--- config.mk ---
export PLATFORM = sky130hd
export DESIGN_NAME = dedicated_datapath
export DESIGN_NICKNAME = d
export VERILOG_FILES = /design/src/rtl/dp_pkg.sv /design/src/rtl/register_file.sv /design/src/rtl/dedicated_datapath.sv
export SDC_FILE = /design/constraint.sdc
export NUM_CORES = 1
export LEC_CHECK = 0
export ABC_AREA = 1
export BUFFER_PORTS_ARGS = -buffer_cell sky130_fd_sc_hd__buf_2
export CORE_ASPECT_RATIO = 1.1
export CORE_MARGIN = 8
export CORE_UTILIZATION = 65
export CTS_CLUSTER_DIAMETER = 50
export DETAILED_ROUTE_END_ITERATION = 6
export HOLD_SLACK_MARGIN = 0.02
export PLACE_DENSITY_LB_ADDON = 0.1
export SLEW_MARGIN = 20
export SYNTH_ARGS = -nofsm -noshare
export SYNTH_HDL_FRONTEND = slang
export SYNTH_SLANG_ARGS = --single-unit
--- constraint.sdc ---
create_clock -name clk -period 4.2 [get_ports clk]
set_input_delay 0.21 -clock clk [delete_from_list [all_inputs] [get_ports clk]]
set_output_delay 0.21 -clock clk [all_outputs]
set_load 0.1 [all_outputs]
--- src/rtl/dp_pkg.sv ---
// rtl/dp_pkg.sv - shared widths, register address type and write-source encodings
package dp_pkg;

  localparam int DATA_W_DEF    = 8;
  localparam int CMP_LIMIT_DEF = 10;

  typedef logic [2:0] reg_addr_t;

  localparam logic SRC_ADDER  = 1'b0;
  localparam logic SRC_CONST1 = 1'b1;

endpackage

--- src/rtl/register_file.sv ---
// rtl/register_file.sv - 8-entry register file, two combinational read ports, one write port
// R0 is hardwired to zero; no write-to-read bypass, so a same-cycle read sees the old value.
module register_file
  import dp_pkg::*;
#(
  parameter int DATA_W = DATA_W_DEF
) (
  input  logic              clk,
  input  logic              reset,
  input  reg_addr_t         read_addr1,
  input  reg_addr_t         read_addr2,
  input  reg_addr_t         write_addr,
  input  logic              write_en,
  input  logic [DATA_W-1:0] write_data,
  output logic [DATA_W-1:0] read_data1,
  output logic [DATA_W-1:0] read_data2
);

  logic [DATA_W-1:0] regs [8];

  always_ff @(posedge clk or posedge reset) begin
    if (reset) begin
      for (int i = 0; i < 8; i++) begin
        regs[i] <= '0;
      end
    end else if (write_en && (write_addr != 3'd0)) begin
      regs[write_addr] <= write_data;
    end
  end

  assign read_data1 = (read_addr1 == 3'd0) ? '0 : regs[read_addr1];
  assign read_data2 = (read_addr2 == 3'd0) ? '0 : regs[read_addr2];

endmodule

--- src/rtl/dedicated_datapath.sv ---
// rtl/dedicated_datapath.sv - register file plus adder, write-source mux, limit compare and output register
// Sum wraps modulo 2^DATA_W; outValid marks the cycle in which a freshly loaded outPort is visible.
module dedicated_datapath
  import dp_pkg::*;
#(
  parameter int          DATA_W    = DATA_W_DEF,
  parameter int unsigned CMP_LIMIT = CMP_LIMIT_DEF
) (
  input  logic              clk,
  input  logic              reset,
  input  logic              RFSrcMuxSel,
  input  logic [2:0]        readAddr1,
  input  logic [2:0]        readAddr2,
  input  logic [2:0]        writeAddr,
  input  logic              writeEn,
  input  logic              outBuf,
  output logic              iLe10,
  output logic [DATA_W-1:0] outPort,
  output logic              outValid
);

  localparam logic [31:0]       CMP_LIMIT_U = CMP_LIMIT;
  localparam logic [DATA_W-1:0] ONE         = {{(DATA_W-1){1'b0}}, 1'b1};

  logic [DATA_W-1:0] rdata1;
  logic [DATA_W-1:0] rdata2;
  logic [DATA_W-1:0] sum;
  logic [DATA_W-1:0] wdata;

  register_file #(
    .DATA_W(DATA_W)
  ) u_register_file (
    .clk       (clk),
    .reset     (reset),
    .read_addr1(readAddr1),
    .read_addr2(readAddr2),
    .write_addr(writeAddr),
    .write_en  (writeEn),
    .write_data(wdata),
    .read_data1(rdata1),
    .read_data2(rdata2)
  );

  assign sum   = rdata1 + rdata2;
  assign wdata = (RFSrcMuxSel == SRC_CONST1) ? ONE : sum;

  // Compare at 32 bits so the limit is never truncated to the datapath width.
  assign iLe10 = (32'(rdata1) <= CMP_LIMIT_U);

  always_ff @(posedge clk or posedge reset) begin
    if (reset) begin
      outPort  <= '0;
      outValid <= 1'b0;
    end else begin
      outValid <= outBuf;
      if (outBuf) begin
        outPort <= rdata1;
      end
    end
  end

endmodule

# == Word-level counts from Yosys, hierarchy flattened ==
# Cells that the tools add are included.
# word_totals
register_bits,73
# op_classes
addsub,1
order_cmp,5
n_mux,12
n_bitwise,3
n_reduce_logical,5
# ops
cell,count
bitwise mux 64 bit,1
two-way mux 8 bit,8
binary-select mux 8 bit (select 3 bit),2
demux 8 bit (select 3 bit),1
greater-or-equal comparator 4 bit (second input constant),3
NOT 3 -> 4 bit,3
adder 8 bit,1
<= comparator 8 x 4 -> 1 bit (second input constant),1
zero test 3 bit,2
less-than comparator 4 x 1 -> 1 bit (second input constant),1
nonzero test 3 bit,1
logical AND 1 bit,2

# == Depth between registers and ports, before layout ==
# Gate-level depths: netlist (run 1).
# logic_depth
word_depth,8
depth_mapped,19
mapped_depth_nobuf,17

# == Hierarchy ==
# Synthesis (run 1) repeated with hierarchy kept, for this count alone.
# hier_totals
hier_cells,670
area_unflattened_um2,4541.9
# modules_own_cells
module,instances,cells_per_inst,area_per_inst_um2,seq_area_each_um2
register_file,1,583,3854.9,1601.5
dedicated_datapath,1,87,686.9,225.2

# == Worst setup path before layout (run 1) ==
# Ideal clock, no wire load.
# synth_timing
path_kind,input port to output port
from,in readAddr1[0]
to,out iLe10
arrival_time_ps,2232
t_required_ps,3990
path_slack_ps,1758
stages,11
n_path_buf,3
cell_sequence,buf_6 > inv_4 > buf_6 > buf_6 > o21ai_1 > nand2_1 > nand2_1 > nand2_1 > nand2_1 > a21oi_2 > nor3_2
# synth_via
elab_chain_len,6
elab_cells_between_ends,7
cone_classes,order compare: 1; mux: 4; bitwise: 1; reduce/logical: 1
# synth_rtl
item,line,rtl
from (decl),dedicated_datapath.sv:12,"input logic [2:0] readAddr1,"
NOT 3 -> 4 bit (implied by the code),register_file.sv:31,assign read_data1 = (read_addr1 == 3'd0) ? '0 : regs[read_addr1];
binary-select mux 8 bit (select 3 bit),register_file.sv:31,
two-way mux 8 bit (implied by the code) (2 in a row),register_file.sv:31,
two-way mux 8 bit *,register_file.sv:31,
named net rdata1[1],dedicated_datapath.sv:25,logic [DATA_W-1:0] rdata1;
<= comparator 8 x 4 -> 1 bit *,dedicated_datapath.sv:48,assign iLe10 = (32'(rdata1) <= CMP_LIMIT_U);
to (decl),dedicated_datapath.sv:17,"output logic iLe10,"
# The timed path passes the listed nets; every way through them passes the cells marked *. The select of a mux whose other input is x is not followed.

# == Worst setup path in the final report (run 1) ==
# layout_timing
from,in readAddr2[1]
to,reg u_register_file.regs[21] (netlist name)
# layout_via
elab_chain_len,8
elab_cells_between_ends,9
cone_classes,add/sub: 1; mux: 6; bitwise: 1; reduce/logical: 1
# layout_rtl
item,line,rtl
from (decl),dedicated_datapath.sv:13,"input logic [2:0] readAddr2,"
NOT 3 -> 4 bit (implied by the code),register_file.sv:32,assign read_data2 = (read_addr2 == 3'd0) ? '0 : regs[read_addr2];
binary-select mux 8 bit (select 3 bit),register_file.sv:32,
two-way mux 8 bit (implied by the code) (2 in a row),register_file.sv:32,
two-way mux 8 bit *,register_file.sv:32,
adder 8 bit *,dedicated_datapath.sv:44,assign sum = rdata1 + rdata2;
two-way mux 8 bit *,dedicated_datapath.sv:45,assign wdata = (RFSrcMuxSel == SRC_CONST1) ? ONE : sum;
bitwise mux 64 bit *,register_file.sv:27,regs[write_addr] <= write_data;
"to (signal, indexed assignment)",register_file.sv:27,
to (decl),register_file.sv:19,logic [DATA_W-1:0] regs [8];
# Mark *: on every way between the ends. The rest lies on a longest branch, timed or not. The select of a mux whose other input is x is not followed.
# A chain may end at the register's enable or synchronous reset.

==> impl_results.md, run 1 <==
- Yosys warnings: 0
- Seq/Total Area, Yosys: 0.4363
- Vias/cell: 6.042
- Syn nets: 596
- Top delay family on crit path: compound AO/OA/AOI/OAI gates
- Maximum buffer depth of the clock tree: 2
- CP Launch Type: input pin
- Routed WL: 11290 um
- Top cells by area, synth: dfrtp_1 (44%), o21ai_0 (14%), nand2_1 (12%)
- Final setup fails: 0
- Buf/Inv on CP: 3
- Post-placement cell count: 648
- R2R Path Start: u_register_file.regs[18]
- #FFs+latches synth: 73
- Total track usage: 0.2573
- CTS tree: done
- Iter 0 DRT Violations: 376
- Critical path fanouts, max: 25
- Via count: 4012
- H-tree Lvls: 3
- Core area: 0.006193 mm2
- Routability congestion estimate: 0.9792
- Final Hold Viols: 0
- DRC violations left: 0
- Chip Height: 100.2 um
- Crit path DAT: 3150 ps
- Chip width: 92.52 um
- Max-slew headroom at the worst pin: 0.4219
- Tmin final: 2945 ps
- RSZ-0062 raised after global routing: no
- DP Area: 0.004272 mm2
- Cell chain of the critical path: buf_2 > inv_2 > nand3_1 > nand2_1 > a31oi_1 > ha_1 > a21oi_1 > nand2_1 > a21oi_1 > inv_1 > o21ai_0 > o21ai_0
- N_diodes: 0
- Reg area: 0.001827 mm2
- Sink Count: 73
- Hold-fix buffers, CTS: 0
- Layout cell share with drive strength beyond 1: 0.1045
- DR WL/cell: 17.00 um
- Footprint of the multi-input gates: 0.001964 mm2
- Skew final: 11.84 ps
- Distinct cell type count of the synthesized netlist: 29
- First-pass GRT wire length: 18920 um
- I/O pin count: 24
- Worst slew pin tran: 865.9 ps
- Fin area: 0.004482 mm2
- Yosys top cell area share: 0.4363
- DRT Pass-1 Iters: 5
- Syn Area/Cell: 7.294 um2
- CP Capture Type: flop
- Worst Setup Path Type: input pin to flop
- Area Overhead vs Synth: 7.053%
- Post-CTS Setup Bufs: 0
- Fin crit share: 0.7012
- Root Driver: clkbuf_8
- GRT overflow: 0
- Starting Density: 0.6760
- Max frequency: 339.5 MHz
- Worst reg2reg path depth: 13
- Clock transition at the registers of the reported paths: 80 ps
- Dpl hpwl: 7866 um
- Setup slack on the worst flop-to-flop path: 1470 ps
- R2R Path End: u_register_file.regs[21]
- Synthesized area: 0.004187 mm2
- Number of port buffers: 23
- Largest net degree at the start of global routing: 41
- Synth area leader: dfrtp_1
- Fillers: 496
- Power per cell area: 488.2 mW/mm2
- Max Cap Violations: 0
- FP Rows: 30
- Worst hold path type: input pin to async pin
- Worst-Skew Late Latency: 350 ps
- Number of global-route vias before repair: 3877
- IR drop worst, VDD: 0.3443 mV
- Outcome: finished, final reports clean
- DIE AREA: 0.009268 mm2
- Nets: 601
- Fin Setup TNS: 0 ps
- Antenna violations before repair: 0
- Final ANT Viol Nets: 0
- Final count of pins violating max slew: 0
- Synthesized instance count: 574
- Commonest non-fill, non-tap cell in the layout: nand2_1
- Cts bufs inserted: 9
- Slowest cell on the critical path: o21ai_0
- Slowest stage delay, CP: 590 ps
- Count of non-filler cells in the finished layout: 664
- Commonest non-fill, non-tap cells in the layout: nand2_1 (137), o21ai_0 (114), dfrtp_1 (73)
- Critical Path RT: 4400 ps
- Leak: 2.200 nW
- Power Total: 2.188 mW
- Resized Gates After CTS: 0
==> worst register-to-register path, cell delays in order, from the launching register on <==
cell	delay, ps
dfrtp_1	330
inv_1	60
a21oi_1	110
o21ai_0	110
nand3_1	110
nand2_1	50
a31oi_1	230
ha_1	320
a21oi_1	170
nand2_1	110
a21oi_1	150
inv_1	60
o21ai_0	590
o21ai_0	190
==> final cells by class <==
type / count / share of cell area
Inverter: 62 / 0.05248
Clock buffer: 10 / 0.02848
Tap cell: 80 / 0.02233
Clock inverter: 6 / 0.01843
Multi-Input combinational cell: 406 / 0.4383
Sequential cell: 73 / 0.4076
Timing Repair Buffer: 27 / 0.03238
==> sequential cells by signal, indices dropped and copies added, names as in the netlist <==
signal / count
outPort: 8
u_register_file.regs: 64
outValid: 1
==> where the power goes <==
part           internal, mW  switching [mW]
registers             0.848          0.0983
clock network         0.331           0.263
logic                 0.186           0.461
==> through the flow <==
stage	hold slack [ps]	setup slack [ps]	utilization
after global placement	366.7	1051	0.6897
after floorplan	241.4	1758	-
after global routing	73.49	971.3	0.7236
after CTS	41.43	1318	0.7236
after detailed placement	376.4	1010	0.6897
final	25.49	1255	0.7236
==> cells in the mapped netlist <==
cell,count
a21oi_1,43
a21oi_2,2
a31oi_1,11
buf_1,3
buf_2,8
buf_4,1
buf_6,3
clkbuf_1,18
clkinv_1,1
dfrtp_1,73
fa_1,1
ha_1,7
inv_1,57
inv_2,3
inv_4,1
nand2_1,137
nand2_2,4
nand2_4,1
nand3_1,19
nand3_2,1
nand4_1,7
nor2_1,37
nor2_2,3
nor3_1,1
nor3_2,2
nor3b_2,1
o211ai_1,6
o21ai_0,114
o21ai_1,9
==> cells by family (layout without fill, tap and decap cells) <==
kind of cell,Yosys count,count (layout),share of synthesized area
fa+ha+maj,8,8,0.02570
simple gates,213,213,0.2137
compound gates,185,185,0.2298
buf+inv,95,105,0.09444
flops,73,73,0.4363
==> layer usage <==
metal / GRT usage / up-vias / part of all wire
met5: 0 / - / 0
met2: 0.4031 / 197 / 0.47
met3: 0.05825 / 39 / 0.078
met4: 0.1352 / 0 / 0.039
met1: 0.3245 / 1874 / 0.42
li1: - / 1902 / -
==> how the worst max path moves through the flow <==
stage                  from                        to  slack (ps)  cells after the start
6_report       readAddr2[1]  u_register_file.regs[21]        1250                     12
5_1_grt        readAddr2[0]  u_register_file.regs[21]         970                     12
4_1_cts        readAddr2[1]  u_register_file.regs[21]        1320                     12
3_5_place_dp   readAddr2[1]  u_register_file.regs[45]        1010                     12
3_3_place_gp   readAddr2[1]  u_register_file.regs[37]        1050                     12
2_1_floorplan  readAddr1[0]                     iLe10        1760                     11
No activity file was read; power rests on OpenSTA's default activity.
==> inputs of run 2 (changes only) <==
--- a/config.mk
+++ b/config.mk
@@ -5,11 +5,11 @@
 export SDC_FILE = /design/constraint.sdc
 export NUM_CORES = 1
 export LEC_CHECK = 0
-export ABC_AREA = 1
+export ABC_AREA = 0
 export BUFFER_PORTS_ARGS = -buffer_cell sky130_fd_sc_hd__buf_2
 export CORE_ASPECT_RATIO = 1.1
 export CORE_MARGIN = 8
-export CORE_UTILIZATION = 65
+export CORE_UTILIZATION = 61
 export CTS_CLUSTER_DIAMETER = 50
 export DETAILED_ROUTE_END_ITERATION = 6
 export HOLD_SLACK_MARGIN = 0.02
==> constraint.sdc (replaced) <==
create_clock -name clk -period 3 [get_ports clk]
set_input_delay 0.15 -clock clk [delete_from_list [all_inputs] [get_ports clk]]
set_output_delay 0.15 -clock clk [all_outputs]
set_load 0.1 [all_outputs]
==> run 2 against run 1 <==
Compared with the run above: sequential power up 54%; critical path type is now flop to flop; non-clock buffer count up 20; highest routed layer unchanged; die area up 2.9%; clock power up 33%; flip-flop and latch count unchanged; combinational power up 110%; critical endpoint is now u_register_file.regs[15]; global-route usage down 3.9 points.
==> impl_results.md, run 2 <==
- Hold Path Stages: 2
- Critical Path RT: 3250 ps (-1150 ps)
- Post-placement cell count: 476 (-27%)
- Chip width: 93.84 um (+1.4%)
- Syn nets: 402 (-33%)
- Worst Setup Path Type: flop to flop
- Layout cell share with drive strength beyond 1: 0.2476 (+0.1431)
- Nets: 430 (-28%)
- Grt met3 use: 0.05560 (-0.002656)
- DP Area: 0.004230 mm2 (-0.97%)
- Vias/cell: 6.251 (+3.5%)
- Sink Count: 73 (unchanged)
- Worst-Skew Late Latency: 360 ps (about the same)
- Top Usage Layer GRT: met2
- Core area: 0.006516 mm2 (+5.2%)
- HP Start: RFSrcMuxSel
- Distinct cell type count of the synthesized netlist: 42 (+45%)
- R2R Path End: u_register_file.regs[15]
- Synthesized area: 0.004065 mm2 (-2.9%)
- WHS Endpoint: u_register_file.regs[47]
- Tmin final: 2868 ps
- Routed WL: 9789 um (-13%)
- Final Hold Viols: 0 (unchanged)
- Commonest non-fill, non-tap cells in the layout: dfrtp_1 (73), nand2_1 (57), o21ai_0 (52)
- CP Capture Type: flop
- Final ANT Viol Nets: 0 (unchanged)
- Commonest cells post-synth: dfrtp_1 (73), nand2_1 (57), o21ai_0 (53), nor2_1 (24), a22o_1 (16)
- Slowest stage delay, CP: 510 ps (-80 ps)
- Met2 Resource Use GR: 0.3488 (-0.05430)
- Most numerous cell in the Yosys netlist: dfrtp_1
- RSZ-0062 raised after global routing: yes
- Worst slew pin tran: 786.7 ps (-79.15 ps)
- Max FFs per register: 64 (unchanged)
- Final count of pins violating max slew: 0 (unchanged)
- Crit path DAT: 3120 ps (-30 ps)
- Synthesized instance count: 380 (-34%)
- Cell chain of the critical path: mux4_2 > mux2_2 > ha_1 > a211oi_1 > nor2_1 > a41oi_1 > nand2_1 > xnor2_2 > buf_4 > o31ai_1
- H-tree Lvls: 3 (unchanged)
- Max frequency: 348.7 MHz
- CTS tree: done
- M1 GR Usage: 0.2781 (-0.04631)
- Total track usage: 0.2178 (-0.03948)
- Setup slack on the worst flop-to-flop path: 130 ps (-1340 ps)
- Seq/Total Area, Yosys: 0.4494 (+0.01303)
- First-pass GRT wire length: 15640 um (-17%)
- Starting Density: 0.6238 (-0.05211)
- Dpl hpwl: 7050 um (-10%)
- Clock transition at the registers of the reported paths: 80 ps (about the same)
- Fin area: 0.004498 mm2 (+0.36%)
- Max-slew headroom at the worst pin: 0.4739 (+0.05204)
- R2R Path Start: u_register_file.regs[1]
- Root Driver: clkbuf_8
- CP Launch Type: flop
- Leak: 2.072 nW (-5.8%)
- Count of non-filler cells in the finished layout: 494 (-26%)
- Cts bufs inserted: 9 (unchanged)
- Top cells by area, synth: dfrtp_1 (45%), mux4_2 (8.3%), o21ai_0 (6.5%)
- Outcome: finished, final reports clean
- Iter 0 DRT Violations: 214 (-43%)
- Power per cell area: 796.5 mW/mm2 (+63%)
- N_diodes: 0 (unchanged)
- Antenna violations before repair: 0 (unchanged)
- IR drop worst, VDD: 0.4362 mV (+27%)
- Asr flop ratio synth: 1.000 (unchanged)
- Routability congestion estimate: 0.9111 (-7.0%)
- Most used DFF post-synth: dfrtp_1
- GRT overflow: 0 (unchanged)
- Fin crit share: 0.9561
- Commonest non-fill, non-tap cell in the layout: dfrtp_1
- Max Cap Violations: 0 (unchanged)
- DRT Pass-1 Iters: 4 (-1)
- Top reg by flops: u_register_file.regs
- Yosys top cell area share: 0.4494 (+0.01303)
- DRC violations left: 0 (unchanged)
- Synth area leader: dfrtp_1
- Top flop regs: u_register_file.regs: 64 flops, outPort: 8 flops, outValid: 1 flops
- I/O pin count: 24 (unchanged)
- DR WL/cell: 19.82 um (+17%)
- Buf/Inv on CP: 1 (-2)
- #FFs+latches synth: 73 (unchanged)
- Worst reg2reg path depth: 10 (-3)
- Yosys warnings: 0 (unchanged)
- Chip Height: 101.6 um (+1.4%)
- Critical path fanouts, max: 7 (-72%)
- Final Util: 0.6903 (-0.03335)
- Final setup fails: 0 (unchanged)
- Slowest cell on the critical path: mux4_2
- Number of global-route vias before repair: 3067 (-21%)
- Largest net degree at the start of global routing: 42 (+2.4%)
- FP Rows: 31 (+3.3%)
- Top delay family on crit path: multiplexers
- Via count: 3088 (-23%)
- Syn Area/Cell: 10.70 um2 (+47%)
- Maximum buffer depth of the clock tree: 2 (unchanged)
- Worst hold path type: input pin to flop
- Fin Setup TNS: 0 ps (unchanged)
- Area Overhead vs Synth: 10.65%
- DIE AREA: 0.009536 mm2 (+2.9%)
- Post-synth EDFFs: 0 (unchanged)
- Number of port buffers: 23 (unchanged)
- Skew final: 7.165 ps (-4.677 ps)
==> run 2: worst max-delay path by stage <==
| stage | start | endpoint | slack (ps) | cells past startpoint |
|---|---|---|---|---|
| global route | u_register_file.regs[1] | u_register_file.regs[55] | -20 | 10 |
| CTS | u_register_file.regs[0] | u_register_file.regs[30] | 30 | 10 |
| finish | u_register_file.regs[1] | u_register_file.regs[15] | 130 | 10 |
| global placement | readAddr1[0] | u_register_file.regs[6] | 70 | 11 |
| detailed placement | readAddr1[0] | u_register_file.regs[14] | 20 | 11 |
| floorplan | readAddr2[0] | u_register_file.regs[14] | 40 | 13 |
==> run 2: per-stage QoR <==
step | hold WS, ps | total power [mW] | setup slack [ps]
finish | 294.6 | 3.583 | 131.8
global route | 292.0 | 3.784 | -16.74
CTS | 259.9 | 3.548 | 34.64
detailed placement | 264.9 | 2.744 | 19.46
global placement | 258.9 | 2.702 | 68.13
floorplan | 181.4 | 2.407 | 43.03
==> run 2: cells by family after synthesis <==
| group | Yosys count | share of synthesized area |
|---|---|---|
| xor gates and xnor gates | 6 | 0.01477 |
| and+or+nand+nor | 105 | 0.1117 |
| adders and majority gates | 8 | 0.02647 |
| DFF | 73 | 0.4494 |
| AOI/OAI and AO/OA | 107 | 0.1693 |
| muxes | 46 | 0.1721 |
| buffers and inverters | 35 | 0.05633 |
==> run 2: power by group <==
part           leakage, nW  internal [mW]  total, mW  switching [mW]
Sequential           0.963           1.24       1.46           0.216
Combinational         1.02          0.528       1.33           0.807
Clock               0.0937          0.424      0.792           0.368
Total                 2.07           2.19       3.58            1.39
==> run 2: routing by layer <==
metal / vias up / wire, um
met5: - / 0
met4: 0 / 173
met3: 15 / 642
met2: 108 / 4659
met1: 1531 / 4313
li1: 1434 / -
==> run 2: timing repair <==
| action | in CTS | in global routing |
|---|---|---|
| pin swaps | 0 | 4 |
| resized for setup | 1 | 7 |
| hold buffers | 2 | 0 |
| hold endpoints to repair | 74 | 0 |
| buffers inserted | 0 | 1 |
| endpoints found under the setup margin | 2 | 18 |
==> run 2: final cells by class <==
class	instances	area, um2
repair buffers	47	300.3
flip-flops and latches	73	1827
clock buffers	11	151.4
well taps	82	102.6
multi-input cells	272	2046
inverters	5	18.77
fillers	490	2018
clock inverters	4	52.55
==> inputs of run 3 (changes only) <==
--- a/config.mk
+++ b/config.mk
@@ -9,7 +9,7 @@
 export BUFFER_PORTS_ARGS = -buffer_cell sky130_fd_sc_hd__buf_2
 export CORE_ASPECT_RATIO = 1.1
 export CORE_MARGIN = 8
-export CORE_UTILIZATION = 61
+export CORE_UTILIZATION = 40
 export CTS_CLUSTER_DIAMETER = 50
 export DETAILED_ROUTE_END_ITERATION = 6
 export HOLD_SLACK_MARGIN = 0.02
==> run 3 against run 2 <==
Compared with the run above: routed wire length rose by 9.7%; sequential power is essentially flat; clock skew decreased by 0.63 ps; global-route usage down 5.2 points; worst setup slack worse by 14 ps; core utilization decreased by 22 points; design area increased by 2.6%; sequential share of layout area is 1.0 points lower; critical endpoint is now u_register_file.regs[54]; largest cell class unchanged; largest power group unchanged.
==> impl_results.md, run 3 (synthesized netlist as in run 2, its figures left out) <==
- Highest routed layer: met4
- R2R Path Start: u_register_file.regs[0]
- Worst hold path type: input pin to flop
- Worst-Skew Late Latency: 350 ps (about the same)
- Final count of pins violating max slew: 0 (unchanged)
- Chip width: 112.1 um (+19%)
- R2R Path End: u_register_file.regs[54]
- Critical Path RT: 3240 ps (about the same)
- DRC violations left: 0 (unchanged)
- Count of non-filler cells in the finished layout: 537 (+8.7%)
- Skew final: 6.539 ps (-0.6257 ps)
- FP Rows: 38 (+23%)
- I/O pin count: 24 (unchanged)
- Layout cell share with drive strength beyond 1: 0.2494 (+0.001828)
- IR drop worst, VDD: 0.2753 mV (-37%)
- Vias/cell: 5.661 (-9.4%)
- Via count: 3040 (-1.6%)
- Commonest non-fill, non-tap cell in the layout: dfrtp_1
- DR WL/cell: 19.99 um (+0.88%)
- Max Cap Violations: 0 (unchanged)
- Fin crit share: 0.9609 (+0.004788)
- CTS tree: done
- WHS Endpoint: u_register_file.regs[15]
- Nets: 435 (+1.2%)
- Metal3 WL: 531 um (-17%)
- First-pass GRT wire length: 17170 um (+9.8%)
- Worst Setup Path Type: flop to flop
- Footprint of the multi-input gates: 0.002044 mm2 (about the same)
- CP Launch Type: flop
- Largest net degree at the start of global routing: 38 (-9.5%)
- Antenna violations before repair: 0 (unchanged)
- Iter 0 DRT Violations: 158 (-26%)
- Dpl hpwl: 7656 um (+8.6%)
- Max-slew headroom at the worst pin: 0.4647 (-0.009227)
- Core area: 0.009889 mm2 (+52%)
- Commonest non-fill, non-tap cells in the layout: dfrtp_1 (73), nand2_1 (57), o21ai_0 (53)
- Critical path fanouts, max: 7 (unchanged)
- Routability congestion estimate: 0.8179 (-10%)
- Number of port buffers: 23 (unchanged)
- DRT Pass-1 Iters: 5 (+1)
- Worst slew pin tran: 800.5 ps (+13.80 ps)
- H-tree Lvls: 3 (unchanged)
- Tmin final: 2883 ps (+14.37 ps)
- Wl on met1: 5063 um (+17%)
- Worst reg2reg path depth: 10 (unchanged)
- Routed WL: 10740 um (+9.7%)
- Outcome: finished, final reports clean
- CP Capture Type: flop
- Starting Density: 0.4111 (-0.2128)
- RSZ-0062 raised after global routing: no
- Reg area: 0.001827 mm2 (unchanged)
- Max frequency: 346.9 MHz (-0.50%)
- Maximum buffer depth of the clock tree: 2 (unchanged)
- Setup slack on the worst flop-to-flop path: 120 ps (about the same)
- Chip Height: 121.7 um (+20%)
- Fillers: 935 (+91%)
- Top reg by flops: u_register_file.regs
- HP Start: RFSrcMuxSel
- Clock transition at the registers of the reported paths: 80 ps (about the same)
- Final setup fails: 0 (unchanged)
- Hold Path Stages: 2 (unchanged)
- Post-placement cell count: 520 (+9.2%)
- Crit path DAT: 3120 ps (about the same)
- Cts bufs inserted: 9 (unchanged)
- Power per cell area: 788.9 mW/mm2 (-0.96%)
- Final ANT Viol Nets: 0 (unchanged)
- DP Area: 0.004348 mm2 (+2.8%)
- Fin Setup TNS: 0 ps (unchanged)
- DIE AREA: 0.01365 mm2 (+43%)
- N_diodes: 0 (unchanged)
- Max FFs per register: 64 (unchanged)
- DR WL met2: 4915 um (+5.5%)
- GRT overflow: 0 (unchanged)
- Fin area: 0.004613 mm2 (+2.6%)
- Sink Count: 73 (unchanged)
- Final Hold Viols: 0 (unchanged)
- Number of global-route vias before repair: 3064 (-0.098%)
- Leak: 2.124 nW (+2.5%)
- Area Overhead vs Synth: 13.48%
- Root Driver: clkbuf_8
- Total track usage: 0.1656 (-0.05218)
- WHS: 268.3 ps (-26.36 ps)
- Top flop regs: u_register_file.regs: 64 flops, outPort: 8 flops, outValid: 1 flops
==> run 3: worst max-delay path, stage by stage, from the launching register on <==
cell and delay (ps):
dfrtp_1 400, mux4_2 490, a22o_1 270, ha_1 230, fa_2 360, a21o_1 180
a21oi_2 170, o21bai_1 100, a21oi_2 230, xnor2_4 130, a22o_1 220
==> run 3: power breakdown <==
group / internal [mW] / leakage [nW] / switching [mW]
registers: 1.24 / 0.963 / 0.193
logic: 0.539 / 1.05 / 0.821
clock network: 0.486 / 0.106 / 0.360
==> run 3: per-layer routing <==
layer	up-vias	global-route usage
li1	1446	-
met1	1492	0.2180
met2	84	0.2618
met3	18	0.03267
met4	0	0.07257
met5	-	0
==> run 3: cell type report <==
class / count / share of cell area
Clock buffer: 12 / 0.03146
Inverter: 5 / 0.004068
Tap cell: 120 / 0.03255
Clock inverter: 3 / 0.01410
Sequential cell: 73 / 0.3960
Timing Repair Buffer: 52 / 0.07865
Multi-Input combinational cell: 272 / 0.4432
==> run 3: worst max path at each step <==
| stage | from | end | slack, ps |
|---|---|---|---|
| 2_1_floorplan | readAddr2[0] | u_register_file.regs[14] | 40 |
| 3_3_place_gp | readAddr2[0] | u_register_file.regs[6] | -100 |
| 3_5_place_dp | readAddr1[0] | u_register_file.regs[30] | -110 |
| 4_1_cts | u_register_file.regs[0] | u_register_file.regs[54] | 20 |
| 5_1_grt | u_register_file.regs[0] | u_register_file.regs[39] | 10 |
| 6_report | u_register_file.regs[0] | u_register_file.regs[54] | 120 |
==> run 3: timing repair <==
action | CTS | global route
pin swaps | 0 | 1
hold buffers | 2 | 0
setup endpoints to repair | 7 | 19
setup buffers | 0 | 0
resized for setup | 2 | 4
hold endpoints to repair | 37 | 0
==> run 3: stage by stage <==
stage | power [mW] | setup WS [ps] | utilization
2_1_floorplan | 2.407 | 43.03 | -
3_3_place_gp | 2.751 | -97.61 | 0.4397
3_5_place_dp | 2.774 | -112.7 | 0.4397
4_1_cts | 3.640 | 24.46 | 0.4641
5_1_grt | 3.853 | 11.72 | 0.4665
6_report | 3.639 | 117.4 | 0.4665
